<file path="src/rtl/median_seq_pkg.sv">
// Shared types and constants for the median_seq 3x3 median filter stage.
// Optional feature macro used across the slice: MEDIAN_SEQ_ERR_EN.
package median_pkg;

  typedef enum logic [2:0] {
    ST_IDLE,
    ST_LOAD,
    ST_PASS,
    ST_FINAL,
    ST_DONE
  } med_state_e;

  localparam int MED_TAPS   = 9;
  localparam int MED_PASSES = 4;
  localparam int MED_FINAL  = 4;

  // Pass p compares over 8-p cycles; the top p+1 ring slots are already sorted.
  function automatic logic [3:0] cmp_cycles(input logic [2:0] p);
    return 4'(MED_TAPS - 1) - {1'b0, p};
  endfunction

endpackage

</file>
<file path="src/rtl/median_seq_if.sv">
// Pixel-in / median-out bundle for median_seq; ERR exists only with MEDIAN_SEQ_ERR_EN.
// master = upstream serializer side, slave = the filter stage.
interface median_seq_if #(parameter int WIDTH = 8);

  logic [WIDTH-1:0] DI;
  logic             DSI;
  logic [WIDTH-1:0] DO;
  logic             DSO;
  logic             BUSY;

`ifdef MEDIAN_SEQ_ERR_EN
  logic             ERR;

  modport master (output DI, DSI, input DO, DSO, BUSY, ERR);
  modport slave  (input DI, DSI, output DO, DSO, BUSY, ERR);
`else
  modport master (output DI, DSI, input DO, DSO, BUSY);
  modport slave  (input DI, DSI, output DO, DSO, BUSY);
`endif

endinterface

</file>
<file path="src/rtl/median_seq_mce.sv">
// mce: combinational unsigned MAX/MIN comparator used by the median_seq ring.
// Ties resolve to a, which keeps duplicate pixels intact.
module mce #(
  parameter int WIDTH = 8
) (
  input  logic [WIDTH-1:0] a_i,
  input  logic [WIDTH-1:0] b_i,
  output logic [WIDTH-1:0] max_o,
  output logic [WIDTH-1:0] min_o
);

  always_comb begin
    if (a_i >= b_i) begin
      max_o = a_i;
      min_o = b_i;
    end else begin
      max_o = b_i;
      min_o = a_i;
    end
  end

endmodule

</file>
<file path="src/rtl/median_seq.sv">
// median_seq: 9-tap circular comparator ring plus control FSM producing a 3x3 median.
// Define MEDIAN_SEQ_ERR_EN to add the sticky protocol-error flag ERR.
module median_seq
  import median_pkg::*;
#(
  parameter int WIDTH = 8
) (
  input  logic        clk,
  input  logic        rst,
  median_seq_if.slave bus
);

  med_state_e       state_q;
  logic [3:0]       cnt_q;
  logic [2:0]       pass_q;
  logic             dso_q;
  logic [WIDTH-1:0] ring_q [MED_TAPS];

  logic [WIDTH-1:0] head_d;
  logic [WIDTH-1:0] tail_d;
  logic [WIDTH-1:0] cmpB;
  logic [WIDTH-1:0] maxV;
  logic [WIDTH-1:0] minV;
  logic             loadSel;
  logic             bypass;
  logic             start;

  assign start = bus.DSI && ((state_q == ST_IDLE) || (state_q == ST_DONE));

  always_comb begin
    loadSel = 1'b0;
    bypass  = 1'b0;
    case (state_q)
      ST_PASS:  bypass = (cnt_q >= cmp_cycles(pass_q));
      ST_FINAL: bypass = 1'b0;
      default: begin
        loadSel = 1'b1;
        bypass  = 1'b1;
      end
    endcase
  end

  // In bypass both operands are the tail, so MIN hands the old tail to the head losslessly.
  assign cmpB = bypass ? ring_q[MED_TAPS-1] : ring_q[MED_TAPS-2];

  mce #(.WIDTH(WIDTH)) u_mce (
    .a_i   (ring_q[MED_TAPS-1]),
    .b_i   (cmpB),
    .max_o (maxV),
    .min_o (minV)
  );

  assign head_d = loadSel ? bus.DI : minV;
  assign tail_d = bypass ? ring_q[MED_TAPS-2] : maxV;

  always_ff @(posedge clk) begin
    ring_q[0] <= head_d;
    for (int i = 1; i < MED_TAPS - 1; i++) begin
      ring_q[i] <= ring_q[i-1];
    end
    ring_q[MED_TAPS-1] <= tail_d;
  end

  // Load cycle 0 happens in IDLE/DONE, so LOAD itself only spans the remaining 8 cycles.
  always_ff @(posedge clk) begin
    if (rst) begin
      state_q <= ST_IDLE;
      cnt_q   <= '0;
      pass_q  <= '0;
      dso_q   <= 1'b0;
    end else begin
      dso_q <= 1'b0;
      cnt_q <= cnt_q + 4'd1;
      case (state_q)
        ST_IDLE, ST_DONE: begin
          cnt_q   <= '0;
          pass_q  <= '0;
          state_q <= start ? ST_LOAD : ST_IDLE;
        end
        ST_LOAD: begin
          if (cnt_q == 4'(MED_TAPS - 2)) begin
            state_q <= ST_PASS;
            cnt_q   <= '0;
            pass_q  <= '0;
          end
        end
        ST_PASS: begin
          if (cnt_q == 4'(MED_TAPS - 1)) begin
            cnt_q <= '0;
            if (pass_q == 3'(MED_PASSES - 1)) begin
              state_q <= ST_FINAL;
              pass_q  <= '0;
            end else begin
              pass_q <= pass_q + 3'd1;
            end
          end
        end
        ST_FINAL: begin
          if (cnt_q == 4'(MED_FINAL - 1)) begin
            state_q <= ST_DONE;
            cnt_q   <= '0;
            pass_q  <= '0;
            dso_q   <= 1'b1;
          end
        end
        default: begin
          state_q <= ST_IDLE;
          cnt_q   <= '0;
          pass_q  <= '0;
        end
      endcase
    end
  end

  assign bus.DO   = ring_q[MED_TAPS-1];
  assign bus.DSO  = dso_q;
  assign bus.BUSY = (state_q == ST_LOAD) || (state_q == ST_PASS) || (state_q == ST_FINAL) ||
                    ((state_q == ST_IDLE) && bus.DSI);

`ifdef MEDIAN_SEQ_ERR_EN
  logic err_q;

  always_ff @(posedge clk) begin
    if (rst) begin
      err_q <= 1'b0;
    end else if (start) begin
      err_q <= 1'b0;
    end else if (((state_q == ST_LOAD) && !bus.DSI) ||
                 (((state_q == ST_PASS) || (state_q == ST_FINAL)) && bus.DSI)) begin
      err_q <= 1'b1;
    end
  end

  assign bus.ERR = err_q;
`endif

endmodule

</file>
<file path="src/flat_wrapper.sv">
// flat-port wrapper written by rule: the top's interface ports become plain ports
module median_seq_flat import median_pkg::*;
#(
  parameter int WIDTH = 8
)
  (clk, rst, bus_DI, bus_DSI, bus_DO, bus_DSO, bus_BUSY);
  median_seq_if #(.WIDTH(WIDTH)) bus_i ();
  input  logic clk;
  input  logic rst;
  input wire logic [$bits(bus_i.DI)-1:0] bus_DI;
  input wire logic [$bits(bus_i.DSI)-1:0] bus_DSI;
  output wire logic [$bits(bus_i.DO)-1:0] bus_DO;
  output wire logic [$bits(bus_i.DSO)-1:0] bus_DSO;
  output wire logic [$bits(bus_i.BUSY)-1:0] bus_BUSY;
  assign bus_i.DI = bus_DI;
  assign bus_i.DSI = bus_DSI;
  assign bus_DO = bus_i.DO;
  assign bus_DSO = bus_i.DSO;
  assign bus_BUSY = bus_i.BUSY;
  median_seq #(.WIDTH(WIDTH)) u_core (.clk(clk), .rst(rst), .bus(bus_i));
endmodule
</file>
<file path="config.mk">
export PLATFORM = sky130hd
export DESIGN_NAME = median_seq_flat
export DESIGN_NICKNAME = d
export VERILOG_FILES = /design/src/rtl/median_seq_pkg.sv /design/src/rtl/median_seq_if.sv /design/src/rtl/median_seq_mce.sv /design/src/rtl/median_seq.sv /design/src/flat_wrapper.sv
export SDC_FILE = /design/constraint.sdc
export NUM_CORES = 1
export LEC_CHECK = 0
export CORE_MARGIN = 2
export CORE_UTILIZATION = 50
export CTS_BUF_LIST = sky130_fd_sc_hd__clkbuf_2 sky130_fd_sc_hd__clkbuf_4 sky130_fd_sc_hd__clkbuf_8
export DETAILED_ROUTE_END_ITERATION = 10
export GPL_ROUTABILITY_DRIVEN = 1
export PLACE_DENSITY = 0.7
export SETUP_SLACK_MARGIN = 0.05
export SLEW_MARGIN = 20
export SYNTH_ARGS = -nofsm -noshare
export SYNTH_HDL_FRONTEND = slang
export SYNTH_SLANG_ARGS = --single-unit
</file>
<file path="constraint.sdc">
create_clock -name clk -period 4.05 [get_ports clk]
set_clock_uncertainty 0.05 [all_clocks]
set_input_delay 0.81 -clock clk [delete_from_list [all_inputs] [get_ports clk]]
set_output_delay 0.81 -clock clk [all_outputs]
set_load 0.1 [all_outputs]
</file>
Yosys cells after proc, flatten, opt, wreduce, memory -nomap -nowiden. Memory sizes are Yosys's and may differ from the RTL's. Index checks and enable logic that the tools add are counted.

Memories kept: 1. Flip-flop bits (word level): 11. RAM bits: 72. Word-level logic and storage cells: 57. Input port bits: 11. Output and inout port bits: 10.

Reduce and logical (&&, ||, !) cells: 12. Equal/unequal tests: 12. Add/sub/neg operators: 3. Mux-type cells: 22. Bitwise gates (word level): 1. Magnitude comparators: 2.

Memories: u_core.ring_q (depth 9, width 8, read ports 9, clocked after Yosys merged registers in 0, wr ports 9, RTL line median_seq.sv:17) `logic [WIDTH-1:0] ring_q [MED_TAPS];`.

Operator list (number): $mux W8 (5); $mux W3 (8); $mux W4 (3); $pmux W3 S4 (1); $pmux W4 S3 (1); $eq A3 B2 Y1 const B (3); $pmux W3 S3 (1); $ge A8 B8 Y1 (1); $ne A2 B1 Y1 const B (4); $reduce_or A2 Y1 (3); $add A4 B1 Y4 const B (1); $eq A4 B2 Y1 const B (1); $eq A4 B3 Y1 const B (1); $eq A4 B4 Y1 const B (1); $ge A4 B4 Y1 (1); $logic_or A1 B1 Y1 (4); $reduce_and A4 Y1 (1); $sub A4 B3 Y4 const A (1); $add A3 B1 Y3 const B (1); $eq A3 B1 Y1 const B (1); $eq A3 B3 Y1 const B (1); $logic_not A3 Y1 (1); $reduce_and A3 Y1 (1); $logic_and A1 B1 Y1 (2); other kinds (3) (4).

Depth between registers and ports, before layout.
Word-level depth: 7. Depth in mapped cells: 15. Mapped depth without buffers: 15.

By module. From an unflattened synthesis, not the netlist that was laid out.

Cells, all modules: 220. Area, all modules: 2911.5 um^2.

Modules (own cells, without submodules): median_seq (area each 2462.4 um^2, instances 1, cells each 177, seq. area each 1661.6 um^2); mce (area each 449.2 um^2, instances 1, cells each 43, seq. area each 0.0 um^2).

Worst setup path after synthesis. OpenSTA, ideal clock, no wires.

Path kind: register -> register. Start point: reg, netlist name u_core.pass_q[0]. End point: mem u_core.ring_q[8][0], in the netlist u_core.ring_q[0][64] (enable). Arrival: 3069 ps. Setup time: 329 ps. Data required time: 3671 ps. Stages on the path, launching flop included: 15. Path buffers: 0. Clock period less this slack: 3448 ps. Setup slack: 602 ps. Cell sequence: dfxtp_1 inv_1 ha_1 inv_1 ha_1 o21ai_0 nor2_1 o31a_4 nor2_8 mux2i_1 ha_1 and2_1 a221oi_1 o21ai_2 nand2_1.

RTL lines (RTL line): to (decl) (median_seq.sv:17).

==> flow_summary.toml <==
[status]
run_status = "finished clean"

[logic_synthesis]
netlist-cell-type-count = 38
syn_area_per_cell_um2 = 12.1
postSynth.topFlopCell = "dfxtp_1"
postSynthRegisterBits = 83
synth_sequential_area_ratio_pct = 63.1
netlist_area_um2 = 2760
synth_nets = 255
syn_inst = 228
ys_warn_count = 0
synth-edff-count = 8
ys_async_sr_fraction_pct = 0

[timing]
period_share_pct = 91.3
report.final.hold_viol_count = 0
slew_viol_final = 0
worstMarginPinSlew_ps = 969
fmax_ghz = 0.270
max-slew-margin-rel_pct = 35.2
rsz_0062_raised_after_global_routing = "no"
setup_viol = 0
crit_path_time_final_ps = 3700
totalNegativeSetupSlack_ps = 0

[floorplanning]
placement_rows = 27
core_area_um2 = 5410
starting_density_of_the_core_pct = 51.0
chipHeight_um = 78.3
fp.dieW_um = 78.3
floorplan.die_area_um2 = 6130
io_pins = 21

[flow_run]
cap_violations = 0

[clocking]
h-tree-depth = 3
cts_resized = 0
cts.sink_count = 83
cts_tree = "built"
clockRootBuffer = "clkbuf_8"
hold_fix_buffers_cts = 0
total_clock_buffers_created_by_cts = 9
cts_buffer_depth = 2
post_cts_setup_bufs = 0
clkLatencyLatePin_ps = 350
cts.clk_slew.worst_paths_ps = 80

[final_layout]
final_common_cell = "dfxtp_1"
layout.nets = 264
fill_cells = 448
post_layout_nonfiller_instances = 314
antenna-diode-count = 0
post_route_cells_drive_above_1_share_pct = 10.7
area_growth_syn_to_layout_pct = 15.0
final_cell_mix = "75 x dfxtp_1, 19 x clkdlybuf4s50_1, 16 x nor2_1, 16 x ha_1"
final_cell_area_um2 = 3170

[critical_path]
worstRegToRegCells = 14
worst_setup_path_start = "u_core.pass_q[0]"
cp_max_fo = 9
worst_path_required_ps = 4050
critPathKind = "reg2reg"
crit-reg2reg-capture = "u_core.ring_q[0][65]"
crit_path_end_kind = "flip-flop"
timing.reg2reg.setup_slack_ps = 350
reg2reg_from = "u_core.pass_q[0]"
worstSetupStartpointType = "flip-flop"
crit_path_arrival_time_ps = 3690
critical_path.endpoint = "u_core.ring_q[0][65]"

[pwr]
pwr_density_cell_nw_per_um2 = 540
ir_worst_vdd_v = 0.000428
power_mw = 1.71
power_leakage_nw = 1.27

[global_route]
gr-usage-all-layers_pct = 16.1
pin_count_of_the_biggest_net_entering_global_routing = 17
globalRoute.totalOverflow = 0
first_global_vias = 1562
number_of_antenna_violations_at_the_first_check_in_global_routing = 0
grt_pass1_wl_um = 7350

[routing]
vias_after_detailed_routing = 1573
wirelength_um = 4330
wirelength_per_cell_um = 13.8
via_per_instance_ratio = 5.01
drcViolationCount = 0
antenna_violating_nets_post_route = 0
drt_first_iter_violations = 88
first_pass_iters = 4

[placed_design]
io_buffers = 20
dp_cells = 298
gpl_congestion = 0.874
dpl.hpwl_um = 2920
placement.cell_area_um2 = 2920

[hold_path]
hold_class = "reg2reg"
## critical path, cell delays in order, from the launching register on
cell      delay, ps
dfxtp_1         410
inv_1            70
ha_1            290
inv_1            70
ha_1            220
o21ai_0         160
nor2_1           90
o31a_4          340
nor2_8          210
mux2i_1         220
ha_1            260
and2_1          160
a221oi_1        390
o21ai_2         220
nand2_2         230
## layer usage
metal | GRT usage (%) | vias up | share of wire (%)
met4 | 5.79 | 0 | 0.99
met3 | 7.24 | 5 | 4.6
met5 | 0 | - | 0
met1 | 20.7 | 734 | 50
met2 | 24.1 | 38 | 44
li1 | - | 796 | -
## synthesized netlist by cell type (all sizes together) (6+ instances only)
library cell,count,area (um^2)
nor2,17,80.1
edfxtp,8,240
ha,16,200
o21ai,10,53.8
a31oi,9,56.3
nor3,6,30.0
inv,8,30.0
buf,13,93.8
a21oi,12,60.1
dfxtp,75,1500
mux2i,12,120
clkbuf,9,33.8
## worst min path at each step
stage	endpoint	startpoint	slack, ps	depth (start not counted)
after floorplan	u_core.ring_q[0][10]	u_core.ring_q[0][2]	260	0
after CTS	u_core.ring_q[0][21]	u_core.ring_q[0][13]	280	0
final	u_core.ring_q[0][27]	u_core.ring_q[0][19]	280	0
after global placement	u_core.ring_q[0][61]	u_core.ring_q[0][53]	260	0
after detailed placement	u_core.ring_q[0][33]	u_core.ring_q[0][25]	260	0
after global routing	u_core.ring_q[0][47]	u_core.ring_q[0][39]	280	0
## final cells by class
cell class / instances / area, um^2 / share of cell area (%)
clock buffers: 9 / 124 / 3.90
clock inverters: 7 / 128 / 4.02
well taps: 72 / 90.1 / 2.84
multi-input cells: 115 / 862 / 27.2
inverters: 8 / 30.0 / 0.946
repair buffers: 20 / 198 / 6.23
flip-flops and latches: 83 / 1740 / 54.9
## registers in the layout (all words and copies together), names as in the netlist
name	flops
u_core.bus.DSO	1
u_core.cnt_q	4
u_core.pass_q	3
u_core.ring_q	72
u_core.state_q	3
## power breakdown
part	leakage, nW	switching [mW]	internal (mW)	total [mW]
clock	0.127	0.303	0.420	0.723
sequential	0.714	0.0187	0.868	0.887
combinational	0.434	0.0680	0.0357	0.104
## metrics by stage
stage	utilization, %	setup slack (ps)	hold slack [ps]
final	58.7	352	278
after global routing	58.7	89.0	284
after CTS	58.7	250	279
after detailed placement	54.0	284	263
after global placement	54.0	345	260
after floorplan	-	602	260
## logic make-up (layout without fill, tap and decap cells)
kind of cell               after synthesis  count (layout)  synth area share, %
muxes                                   13              13                 4.90
xor gates and xnor gates                 2               2                0.635
adders and majority gates               16              16                 7.26
AOI/OAI and AO/OA                       40              40                 9.61
buffers and inverters                   30              44                 5.71
and+or+nand+nor                         44              44                 8.75
DFF                                     83              83                 63.1
No activity file was read; power rests on OpenSTA's default activity.
